**src/rtl/mul16_seq_if.sv**
```systemverilog
// Operand/result bundle for the mul16_seq shift-and-add multiplier.
// Handshake: start is a one-cycle request honoured only while busy=0; done pulses once when out is valid.
interface mul16_seq_if;
  logic        start;
  logic [15:0] a;
  logic [15:0] b;
  logic        busy;
  logic        done;
  logic [15:0] out;

  modport master (output start, output a, output b, input busy, input done, input out);
  modport slave  (input start, input a, input b, output busy, output done, output out);
endinterface

```
**src/rtl/mul16_seq.sv**
```systemverilog
// Sequential 16x16 -> 16 unsigned multiplier time-sharing one add16 over up to 16 steps.
// Optional macro MUL16_EARLY_EXIT_EN: finish as soon as no multiplier bits remain.

module add16 (
    input  logic [15:0] x,
    input  logic [15:0] y,
    output logic [15:0] sum
);
    // Carry out of bit 15 is intentionally dropped: the product is taken mod 2^16.
    assign sum = x + y;
endmodule

module mul16_seq (
    input  logic         clock,
    input  logic         reset,
    mul16_seq_if.slave   bus,
    output logic [0:0]   state_dbg
);
    localparam logic [0:0] IDLE = 1'b0;
    localparam logic [0:0] RUN  = 1'b1;

    logic [0:0]  state;
    logic [15:0] acc;
    logic [15:0] mcand;
    logic [15:0] mplier;
    logic [3:0]  cnt;
    logic [15:0] sum;
    logic [15:0] acc_next;
    logic        last;
    logic        done_q;
    logic [15:0] out_q;

    add16 u_add (
        .x   (acc),
        .y   (mcand),
        .sum (sum)
    );

    always_comb begin
        acc_next = acc;
        if (mplier[0]) acc_next = sum;
    end

`ifdef MUL16_EARLY_EXIT_EN
    assign last = (cnt == 4'd15) || (mplier[15:1] == 15'd0);
`else
    assign last = (cnt == 4'd15);
`endif

    always_ff @(posedge clock or posedge reset) begin
        if (reset) begin
            state  <= IDLE;
            acc    <= 16'd0;
            mcand  <= 16'd0;
            mplier <= 16'd0;
            cnt    <= 4'd0;
            done_q <= 1'b0;
            out_q  <= 16'd0;
        end else begin
            done_q <= 1'b0;
            case (state)
                IDLE: begin
                    if (bus.start) begin
                        acc    <= 16'd0;
                        mcand  <= bus.a;
                        mplier <= bus.b;
                        cnt    <= 4'd0;
                        state  <= RUN;
                    end
                end
                RUN: begin
                    acc    <= acc_next;
                    mcand  <= mcand << 1;
                    mplier <= mplier >> 1;
                    cnt    <= cnt + 4'd1;
                    // The completing step publishes the sum including its own add.
                    if (last) begin
                        out_q  <= acc_next;
                        done_q <= 1'b1;
                        state  <= IDLE;
                    end
                end
                default: state <= IDLE;
            endcase
        end
    end

    assign bus.busy  = (state == RUN);
    assign bus.done  = done_q;
    assign bus.out   = out_q;
    assign state_dbg = state;
endmodule
```
**src/flat_wrapper.sv**
```systemverilog
// flat-port wrapper written by rule: the top's interface ports become plain ports
module mul16_seq_flat 
  (clock, reset, state_dbg, bus_start, bus_a, bus_b, bus_busy, bus_done, bus_out);
  mul16_seq_if bus_i ();
  input  logic clock;
  input  logic reset;
  output logic [0:0] state_dbg;
  input wire logic [$bits(bus_i.start)-1:0] bus_start;
  input wire logic [$bits(bus_i.a)-1:0] bus_a;
  input wire logic [$bits(bus_i.b)-1:0] bus_b;
  output wire logic [$bits(bus_i.busy)-1:0] bus_busy;
  output wire logic [$bits(bus_i.done)-1:0] bus_done;
  output wire logic [$bits(bus_i.out)-1:0] bus_out;
  assign bus_i.start = bus_start;
  assign bus_i.a = bus_a;
  assign bus_i.b = bus_b;
  assign bus_busy = bus_i.busy;
  assign bus_done = bus_i.done;
  assign bus_out = bus_i.out;
  mul16_seq u_core (.clock(clock), .reset(reset), .bus(bus_i), .state_dbg(state_dbg));
endmodule
```
**config.mk**
```make
export PLATFORM = sky130hd
export DESIGN_NAME = mul16_seq_flat
export DESIGN_NICKNAME = d
export VERILOG_FILES = /design/src/rtl/mul16_seq_if.sv /design/src/rtl/mul16_seq.sv /design/src/flat_wrapper.sv
export SDC_FILE = /design/constraint.sdc
export NUM_CORES = 1
export LEC_CHECK = 0
export ABC_AREA = 1
export BUFFER_PORTS_ARGS = -buffer_cell sky130_fd_sc_hd__clkbuf_2
export CELL_PAD_IN_SITES_DETAIL_PLACEMENT = 1
export CELL_PAD_IN_SITES_GLOBAL_PLACEMENT = 1
export CORE_UTILIZATION = 42
export DETAILED_ROUTE_END_ITERATION = 12
export PLACE_DENSITY_LB_ADDON = 0.1
export RECOVER_POWER = 100
export SLEW_MARGIN = 25
export SYNTH_ARGS = -nofsm -noshare
export SYNTH_HDL_FRONTEND = slang
export SYNTH_HIERARCHICAL = 1
export SYNTH_SLANG_ARGS = --single-unit
```
**constraint.sdc**
```tcl
create_clock -name clock -period 2.98 [get_ports clock]
set_input_delay 0.596 -clock clock [delete_from_list [all_inputs] [get_ports clock]]
set_output_delay 0.596 -clock clock [all_outputs]
set_load 0.005 [all_outputs]
```
==> results.md <==
- Status: finished, final reports clean
- Most common cell after layout, fill and taps aside: nand2_1
- Die H: 99.9 microns
- Mapped Cells: 566
- Worst hold stages: 3
- Crit path kind: primary input to async pin
- Crit path launch type: primary input
- Drt pass-1 iters: 4
- Die Area: 9970 sq um
- Vias in the first global route: 3647
- ANT nets after route: 0
- Detailed-route DRC error count: 0
- DRT iter0 DRCs: 94
- TritonCTS clock tree: yes
- GRT Total Usage: 22.0%
- Netlist cell types: 26
- HP Start: bus_a[0]
- Overflow after GRT: 0
- Commonest cells after routing, fill and taps aside: 326 x nand2_1, 70 x dfrtp_1, 48 x clkbuf_2
- Req. time, crit path: 3290 ps
- Layout Skew: 14.1 ps
- Worst r2r path cells: 4
- EDFF count, synth: 0
- Clock Latency Late Sink: 350 ps
- CTS max path bufs: 2
- Postcts setup bufs: 0
- Fin Setup TNS: 0 ps
- Fraction of layout cells with a size suffix above 1: 13.2%
- Max VDD drop: 0.000421 V
- Flop-to-flop setup slack: 870 ps
- DR WL/cell: 13.2 microns
- Slew @ Worst Pin: 1390 ps
- Hold Path Class: primary input to register
- Synth Register Bits: 70
- Worst slew margin: 7.23%
- Crit Path Max Fanout: 41
- Filler cell count: 1244
- Final setup viols: 0
- Most used DFF post-synth: dfrtp_1
- Row cnt: 35
- Vias per cell: 4.72
- Initial core utilization: 43.5%
- Io pins: 54
- Ys async rst share: 100%
- RR Startpoint: u_core/bus.busy
- Num Clock Sinks: 70
- DP HPWL: 7.24 mm
- Hold Path End: u_core/mcand[0]
- CP endpoint kind: async pin
- Post-Syn Area per Cell: 7.11 sq um
- Final Routed Wirelength: 9.88 mm
- Worst setup margin: 813 ps
- RSZ-0062 raised after global routing: false
- First-pass GRT wire length: 17.3 mm
- Max Cap Violations: 0
- Fin util: 49.2%
- Post-synthesis sequential area ratio: 43.5%
- Final period util: 72.7%
- Ant. Diodes: 0
- Setup WS pre-CTS: 1010 ps
- Final nets: 666
- CTS Buf Count: 9
- Fmax: 0.461 GHz
- CTS clock-pin slew for the worst setup and hold paths: 70 ps
- CTS root buf: clkbuf_8
- Syn Nets: 618
- Routability Congestion: 0.822
- Crit path DAT: 2470 ps
- Routed via count: 3529
- Yosys warning count: 6
- Initial antenna violation count: 0
- Slew Limit Fails: 0
- Area of the mapped netlist: 4020 sq um
- Leak: 2.67 nW
- Die span in x: 99.9 microns
- Largest net degree at the start of global routing: 47
- H-tree levels: 3
- R2R Path End: u_core/mplier[2]
- Number of port buffers: 53
- Area Overhead vs Synth: 13.1%
- Final Critical Period: 2170 ps
- Hold Vio Cnt, Final: 0
- Core Region: 9240 sq um
- Post-cts hold buffer count: 0
- CTS resizes: 0
- PD cells: 897 nW/um^2
==> cells by family (layout without fill, tap and decap cells) <==
kind of cell               Yosys count  in the layout  share of synthesized area (%)
AOI/OAI and AO/OA                   10             10                           1.34
xor gates and xnor gates             8              8                           1.74
adders and majority gates           17             17                           5.47
buffers and inverters               64            117                           7.28
DFF                                 70             70                           43.5
and+or+nand+nor                    397            397                           40.6
==> area by class of cell <==
type / count / area, sq um / share of cell area [%]
Timing Repair Buffer: 57 / 294 / 6.46
Inverter: 44 / 165 / 3.63
Sequential cell: 70 / 1750 / 38.5
Tap cell: 129 / 161 / 3.55
Clock buffer: 12 / 165 / 3.63
Clock inverter: 4 / 76.3 / 1.68
Multi-Input combinational cell: 432 / 1940 / 42.6
==> flip-flops by register name (all words and copies together) (netlist names) <==
register	count
u_core/bus.done	1
u_core/bus.out	16
u_core/acc	16
u_core/bus.busy	1
u_core/mplier	16
u_core/mcand	16
u_core/cnt	4
==> per-layer routing <==
metal  GRT usage (%)  vias to the layer above  part of all wire [%]
met4            7.35                        0                   1.9
met1            26.5                     1655                    44
met5               0                        -                     0
li1                -                     1820                     -
met2            40.1                       38                    52
met3            3.34                       16                   2.4
==> where the power goes <==
| group | switching [W] | internal (W) | total [W] |
|---|---|---|---|
| logic | 0.00103 | 0.000578 | 0.00161 |
| registers | 0.000258 | 0.00130 | 0.00156 |
| clock network | 0.000374 | 0.000543 | 0.000918 |
| total | 0.00166 | 0.00242 | 0.00408 |
==> critical path, stage by stage <==
cell	delay, ps
clkbuf_2	80
inv_1	820
clkbuf_2	950
==> metrics by stage <==
| stage | hold slack [ps] | instance area (sq um) | power [W] | cells |
|---|---|---|---|---|
| detailed placement | 462 | 4380 | 0.00326 | 732 |
| floorplan | 449 | 4020 | 0.00275 | 566 |
| finish | 447 | 4550 | 0.00408 | 748 |
| global route | 444 | 4550 | 0.00445 | 748 |
| CTS | 327 | 4620 | 0.00421 | 748 |
| global placement | 455 | 4380 | 0.00319 | 732 |
==> Yosys cell counts (3+ instances only) <==
master	n	area [sq um]
nand2_1	324	1220
dfrtp_1	70	1750
nand3_1	41	205
inv_1	38	143
ha_1	16	200
nor2_1	11	41.3
buf_2	9	45.0
nand2_2	9	56.3
a21oi_1	7	35.0
buf_4	7	52.6
inv_2	6	22.5
xor2_1	6	52.6
nor3_2	3	30.0
==> how the worst max path moves through the flow <==
stage | start | endpoint | slack [ps]
6_report | reset | u_core/mcand[6] | 810
5_1_grt | reset | u_core/mcand[7] | 410
4_1_cts | u_core/mcand[0] | u_core/bus.out[12] | 1000
3_5_place_dp | u_core/mcand[0] | u_core/acc[12] | 1010
3_3_place_gp | u_core/mcand[0] | u_core/bus.out[12] | 1070
2_1_floorplan | reset | u_core/acc[0] | 620
(Power assumes the default switching activity.)
